[src/rtl/merge_node_buffered.sv]
// Two-input sorted-run merge node feeding an internal first-word-fall-through output FIFO.
// A zero key terminates a run; each pair of input runs produces one merged run and one terminator.
module merge_node_buffered #(
  parameter int W       = 32,
  parameter int DEPTH   = 16,
  parameter bit DESCEND = 1'b1,
  parameter int CNT_W   = 16
) (
  input  logic             i_clk,
  input  logic             i_rst,
  input  logic [W-1:0]     i_fifo_1,
  input  logic             i_fifo_1_empty,
  output logic             o_fifo_1_read,
  input  logic [W-1:0]     i_fifo_2,
  input  logic             i_fifo_2_empty,
  output logic             o_fifo_2_read,
  input  logic             i_deq,
  output logic [W-1:0]     o_data,
  output logic             o_empty,
  output logic             o_full,
  output logic [CNT_W-1:0] o_run_count
);
  localparam int AW = $clog2(DEPTH);

  // Handshake: every port pair is FWFT. A head is valid while its empty flag is 0, and a
  // read/deq strobe high at a rising edge consumes that head; strobes are never raised on empty.

  logic [W-1:0]     mem [DEPTH];
  logic [AW-1:0]    wr_ptr;
  logic [AW-1:0]    rd_ptr;
  logic [AW:0]      count;
  logic [AW:0]      count_nxt;
  logic             empty_q;
  logic             full_q;
  logic [CNT_W-1:0] run_count;

  logic             can_push;
  logic             both_ready;
  logic             h1;
  logic             h2;
  logic             s1_wins;
  logic             take1;
  logic             take2;
  logic             push;
  logic             pop;
  logic             run_done;
  logic [W-1:0]     push_key;

  always_comb begin
    can_push   = ~full_q | i_deq;
    both_ready = ~i_rst & can_push & ~i_fifo_1_empty & ~i_fifo_2_empty;
    h1         = (i_fifo_1 == '0);
    h2         = (i_fifo_2 == '0);
    s1_wins    = DESCEND ? (i_fifo_1 >= i_fifo_2) : (i_fifo_1 <= i_fifo_2);
    // A terminator on one side yields to any live key on the other; two terminators pop together.
    take1      = h2 | (~h1 & s1_wins);
    take2      = h1 | (~h2 & ~s1_wins);
    push       = both_ready;
    push_key   = take1 ? i_fifo_1 : i_fifo_2;
    run_done   = both_ready & h1 & h2;
    pop        = i_deq & ~empty_q;
  end

  assign o_fifo_1_read = both_ready & take1;
  assign o_fifo_2_read = both_ready & take2;

  always_comb begin
    count_nxt = count;
    if (push && !pop) begin
      count_nxt = count + 1'b1;
    end else if (!push && pop) begin
      count_nxt = count - 1'b1;
    end
  end

  always_ff @(posedge i_clk) begin
    if (i_rst) begin
      wr_ptr    <= '0;
      rd_ptr    <= '0;
      count     <= '0;
      empty_q   <= 1'b1;
      full_q    <= 1'b0;
      run_count <= '0;
    end else begin
      if (push) begin
        wr_ptr <= wr_ptr + 1'b1;
      end
      if (pop) begin
        rd_ptr <= rd_ptr + 1'b1;
      end
      count   <= count_nxt;
      empty_q <= (count_nxt == '0);
      full_q  <= (count_nxt == (AW+1)'(DEPTH));
      if (run_done) begin
        run_count <= run_count + 1'b1;
      end
    end
  end

  // Storage is not reset; push is already gated off during reset.
  always_ff @(posedge i_clk) begin
    if (push) begin
      mem[wr_ptr] <= push_key;
    end
  end

  // Zero the head while empty so the output reads 0 out of reset without clearing storage.
  assign o_data      = empty_q ? '0 : mem[rd_ptr];
  assign o_empty     = empty_q;
  assign o_full      = full_q;
  assign o_run_count = run_count;

endmodule
[config.mk]
export PLATFORM = sky130hd
export DESIGN_NAME = merge_node_buffered
export DESIGN_NICKNAME = d
export VERILOG_FILES = /design/src/rtl/merge_node_buffered.sv
export SDC_FILE = /design/constraint.sdc
export NUM_CORES = 1
export LEC_CHECK = 0
export CAP_MARGIN = 20
export CORE_MARGIN = 2
export CORE_UTILIZATION = 55
export CTS_BUF_LIST = sky130_fd_sc_hd__clkbuf_16
export CTS_CLUSTER_SIZE = 40
export DETAILED_ROUTE_END_ITERATION = 10
export PLACE_DENSITY = 0.74
export SLEW_MARGIN = 20
export SYNTH_ARGS = -nofsm -noshare
export SYNTH_HDL_FRONTEND = slang
export SYNTH_SLANG_ARGS = --single-unit
[constraint.sdc]
create_clock -name i_clk -period 5.2 [get_ports i_clk]
set_input_delay 0.78 -clock i_clk [delete_from_list [all_inputs] [get_ports i_clk]]
set_output_delay 0.78 -clock i_clk [all_outputs]
set_load 0.01 [all_outputs]
# Yosys cells after proc, flatten, opt, wreduce, memory -nomap -nowiden
# Memory sizes are Yosys's and may differ from the RTL's. A register that Yosys moved wholly into a read port is not among the register bits.
# Index checks and enable logic that the tools add are counted.
# word_totals
ram_bits	512
in_bits	69
memories	1
reg_bits	31
elab_cells	50
# mem_list
memory	words	word_bits	read_ports	rd_ports_with_merged_regs	write_ports	line_no	text
mem	16	32	1	1	1	28	logic [W-1:0] mem [DEPTH];
# classes
bitwise	21
reduce_logical	7
magnitude_cmp	1
n_mux	8
n_addsub	5
eq_ne	1
# op_table
operator	n
32-bit zero test	2
32-bit two-way mux	2
32-bit >= comparator	1
16-bit by 1-bit adder with 16-bit output, second input constant	1
1-bit AND	10
5-bit two-way mux	2
4-bit by 1-bit adder with 4-bit output, second input constant	2
4-bit two-way mux	2
1-bit NOT	8
5-bit by 1-bit adder with 5-bit output, second input constant	1
5-bit == test, second input constant	1
5-bit zero test	1
5-bit by 1-bit subtractor with 5-bit output, second input constant	1
1-bit bitwise OR	3
1-bit logical AND	2
1-bit zero test	2
1-bit two-way mux	2

# Logic depth before layout (Yosys ltp)
# depth
word_depth	10
ltp_mapped	9
ltp_nobuf	8

# Worst setup path before layout
# Ideal clock, no wire load.
# synth_timing
path_type	input to register
start	input i_rst
end	memory mem[3][0], enable pin
cell_stages	5
slack_ns	0.620
n_path_buf	1
t_arrival_ns	4.119
path_cell_list	or3_1 -> nor2_1 -> clkbuf_1 -> nand2_1 -> nor3_1
# synth_via
elab_chain_cells	6
# synth_rtl
element	line_no	text
start, declared	10	input logic i_rst,
1-bit NOT	51	both_ready = ~i_rst & can_push & ~i_fifo_1_empty & ~i_fifo_2_empty;
1-bit AND (3 in a row)	51	
1-bit two-way mux	102	if (push) begin
1-bit two-way mux (implied by the code)	103	mem[wr_ptr] <= push_key;
end, declared	28	
# No other way between the ends.

# Worst setup path in the final report
# layout_timing
start	input i_fifo_2[31]
end	output o_fifo_2_read
# layout_via
elab_chain_cells	5
# layout_rtl
element	line_no	text
start, declared	14	input logic [W-1:0] i_fifo_2,
32-bit >= comparator / 32-bit zero test (equally long branches)	54, 53	
1-bit NOT	57	take2 = h1 | (~h2 & ~s1_wins);
1-bit AND (*)	57	
1-bit bitwise OR (*)	57	
1-bit AND (*)	65	assign o_fifo_2_read = both_ready & take2;
end, declared	16	output logic o_fifo_2_read,
# Every way passes the cells marked *; elsewhere a longest branch is shown, timed or not.

==> impl_metrics.env <==
export IMPL_status="completed"
export IMPL_drc=0
export IMPL_io_buffers=120
export IMPL_path_delay_family="simple AND/OR/NAND/NOR gates"
export IMPL_dp_cells=1765
export IMPL_grt_max_degree=43
export IMPL_endpoint_kind="output port"
export IMPL_totalWireLength_mm=51.15
export IMPL_cp_max_fo=3
export IMPL_peakVddDrop_uv=266.5
export IMPL_relSlewSlack=0.3177
export IMPL_arrival_ns=3.96
export IMPL_tns_ns=0
export IMPL_cts_root_buf="clkbuf_16"
export IMPL_clock_fmax_mhz=210.8
export IMPL_rows=73
export IMPL_min_period_over_period=0.9122
export IMPL_post_drt_via_cell_ratio=6.219
export IMPL_power_density_mw_per_mm2=385.0
export IMPL_cts_repair_resized=0
export IMPL_fin_skew_ns=0.02376
export IMPL_finalHoldViolations=0
export IMPL_startpoint_type="input pin"
export IMPL_ys_warn_count=0
export IMPL_rsz0062_at_grt="false"
export IMPL_dr_pass1_iters=5
export IMPL_yosys_most_used_dff="edfxtp_1"
export IMPL_cpMaxStageDelayCell="nor4_1"
export IMPL_netlist_area_mm2=0.02243
export IMPL_grt_total_usage=0.2507
export IMPL_initial_core_util=0.5607
export IMPL_ys_seq_area_frac=0.7166
export IMPL_area_delta_synth_final_pct=17.16
export IMPL_grt_pass1_wl_mm=75.64
export IMPL_die_w_um=206.0
export IMPL_synth_edf_count=512
export IMPL_antenna_found_initial=0
export IMPL_clockBufferDepth=3
export IMPL_drive_above_1_share=0.2551
export IMPL_required_ns=4.42
export IMPL_wl_per_cell_um=27.53
export IMPL_yosysUniqueCellTypes=52
export IMPL_htreeDepth=2
export IMPL_num_nets_final=1404
export IMPL_post_cts_buffers=0
export IMPL_utilization=0.6569
export IMPL_dieArea_mm2=0.04242
export IMPL_postCtsHoldBufs=0
export IMPL_antennaDiodeCount=0
export IMPL_finalMaxSlewViolations=0
export IMPL_core_area_mm2=0.04001
export IMPL_synth_cells=1124
export IMPL_max_cap_violations=0
export IMPL_die_h_um=206.0
export IMPL_worstPathCellList="clkdlybuf4s50_1, inv_1, ha_1, nand4_1, nor4_1, nand4_1, a31o_2, a21oi_1, nor3_1, clkdlybuf4s50_1"
export IMPL_gr_total_overflow=0
export IMPL_syn_num_nets=1233
export IMPL_clk_pin_slew_ns=0.05
export IMPL_cp_num_buf_inv=3
export IMPL_ios=121
export IMPL_place_hpwl_mm=30.45
export IMPL_layout_setup_ws_ns=0.4568
export IMPL_final_antenna_net_count=0
export IMPL_hp_class="register to register"
export IMPL_p_leak_nw=8.375
export IMPL_avgSynthCellArea_um2=19.96
export IMPL_grt_pass1_vias=11710
export IMPL_place_area_mm2=0.02460
export IMPL_num_vias=11550
export IMPL_place_congestion=0.7948
export IMPL_worstSetupPathType="input pin to output port"
export IMPL_setup_viol=0
export IMPL_numCtsBuffers=53
export IMPL_n_fill_cell=2679
export IMPL_layout_min_cycle_time_ns=4.743
export IMPL_ys_ff_latch=547
export IMPL_worstSkewPairLatency_ns=0.60
export IMPL_layout_cells_non_filler=1858
export IMPL_drt_first_iter_violations=1081
export IMPL_pre_cts_ws_ns=0.4695
export IMPL_clock_sinks=547
export IMPL_worst_pin_slew_ns=1.023
export IMPL_cts_tree="done"
export IMPL_stdcell_area_mm2=0.02628
export IMPL_synthArstFlopShare=0
export IMPL_critPathMaxStageDelay_ns=0.67
[worst register-to-register path: stages, from the launching register on]
cell	delay [ns]
dfxtp_1	0.32
nor2b_1	0.18
nor2_1	0.11
buf_4	0.20
nand2_1	0.27
nor3_2	0.46
buf_4	0.52
[through the flow]
step / power [mW] / hold WS, ns
detailed placement: 6.518 / 0.4687
finish: 10.12 / 0.4748
CTS: 10.20 / 0.4850
global placement: 6.483 / 0.4572
floorplan: 5.987 / 0.4846
global route: 10.46 / 0.5280
[state kept, by name (all words and copies together), names as in the netlist, named ones only]
register	count
o_empty	1
o_full	1
o_run_count	16
mem	512
wr_ptr	4
count	5
rd_ptr	4
[placed cells by master, fill, tap and decap left out, types with 12 or more instances in the layout]
cell type / n
buf_4: 41
edfxtp_1: 512
mux4_2: 160
clkbuf_16: 55
nand2_1: 22
ha_1: 40
nor2b_1: 39
a21oi_1: 18
inv_1: 52
dfxtp_1: 30
clkdlybuf4s50_1: 120
nand4_1: 12
mux2_2: 30
nor2_4: 12
nor2_1: 27
nor4_1: 16
[final timing paths]
kind / from / end / slack [ns] / depth (start not counted)
worst min-delay path: o_run_count[15] / o_run_count[15] / 0.47 / 1
worst max register to register: o_full / mem[3][19] / 2.77 / 6
worst max-delay path: i_fifo_2[31] / o_fifo_2_read / 0.46 / 10
worst min register to register: o_run_count[15] / o_run_count[15] / 0.47 / 1
[layer usage]
metal	up-vias	wire length, um	track usage
li1	4961	-	-
met1	6033	20010	0.3425
met2	473	25950	0.4160
met3	87	3528	0.03627
met4	0	1652	0.09311
met5	-	0	0
[area by class of cell]
| type | instances | area (um2) | share of cell area |
|---|---|---|---|
| clock inverter | 38 | 300.3 | 0.01143 |
| inverter | 41 | 153.9 | 0.005856 |
| tap | 525 | 656.9 | 0.02499 |
| timing repair buffer | 166 | 1609 | 0.06122 |
| multi-input combinational | 486 | 6098 | 0.2320 |
| clock buffer | 55 | 1376 | 0.05237 |
| sequential | 547 | 16090 | 0.6121 |
[where the power goes]
| group | internal [mW] | switching (mW) | total (mW) | leakage (nW) |
|---|---|---|---|---|
| Sequential | 4.93 | 0.0945 | 5.02 | 4.89 |
| Clock | 2.15 | 1.56 | 3.71 | 0.869 |
| Combinational | 0.741 | 0.640 | 1.38 | 2.61 |
[Yosys cell counts, types with 2 or more instances]
| cell type | number | area (um2) |
|---|---|---|
| o21a_1 | 4 | 30.03 |
| ha_1 | 40 | 500.5 |
| and3_1 | 3 | 18.77 |
| a21oi_1 | 18 | 90.09 |
| nand4_1 | 12 | 75.07 |
| o22ai_1 | 2 | 12.51 |
| clkbuf_1 | 28 | 105.1 |
| nor3_1 | 15 | 75.07 |
| xor2_1 | 8 | 70.07 |
| buf_2 | 13 | 65.06 |
| and2_1 | 2 | 12.51 |
| mux2_1 | 4 | 45.04 |
| nor2_1 | 39 | 146.4 |
| nor4_1 | 16 | 100.1 |
| and4_1 | 2 | 17.52 |
| a21boi_0 | 2 | 15.01 |
| inv_1 | 41 | 153.9 |
| nor2b_1 | 39 | 244.0 |
| dfxtp_1 | 35 | 700.7 |
| buf_1 | 5 | 18.77 |
| edfxtp_1 | 512 | 15370 |
| nand2_1 | 22 | 82.58 |
| o32ai_1 | 2 | 17.52 |
| a21o_1 | 2 | 15.01 |
| or3_1 | 7 | 43.79 |
| buf_4 | 3 | 22.52 |
| mux2_2 | 30 | 337.8 |
| mux2i_1 | 3 | 30.03 |
| or4_1 | 3 | 22.52 |
| nand2b_1 | 6 | 37.54 |
| xnor2_1 | 4 | 35.03 |
| mux4_2 | 160 | 3603 |
| nor4_2 | 2 | 25.02 |
| o21ai_0 | 11 | 55.05 |
| nand3_1 | 11 | 55.05 |
| o21ba_2 | 2 | 20.02 |
[cells by family (layout without fill, tap and decap cells)]
kind of cell	after synthesis	in the layout	share of synthesized area
DFF	547	547	0.7166
muxes	197	197	0.1790
AOI/OAI and AO/OA	53	53	0.01539
buffers and inverters	91	300	0.01679
xor gates and xnor gates	12	12	0.004685
adders and majority gates	40	40	0.02231
and+or+nand+nor	184	184	0.04518
Note: power is estimated with default switching activity, not from simulation.
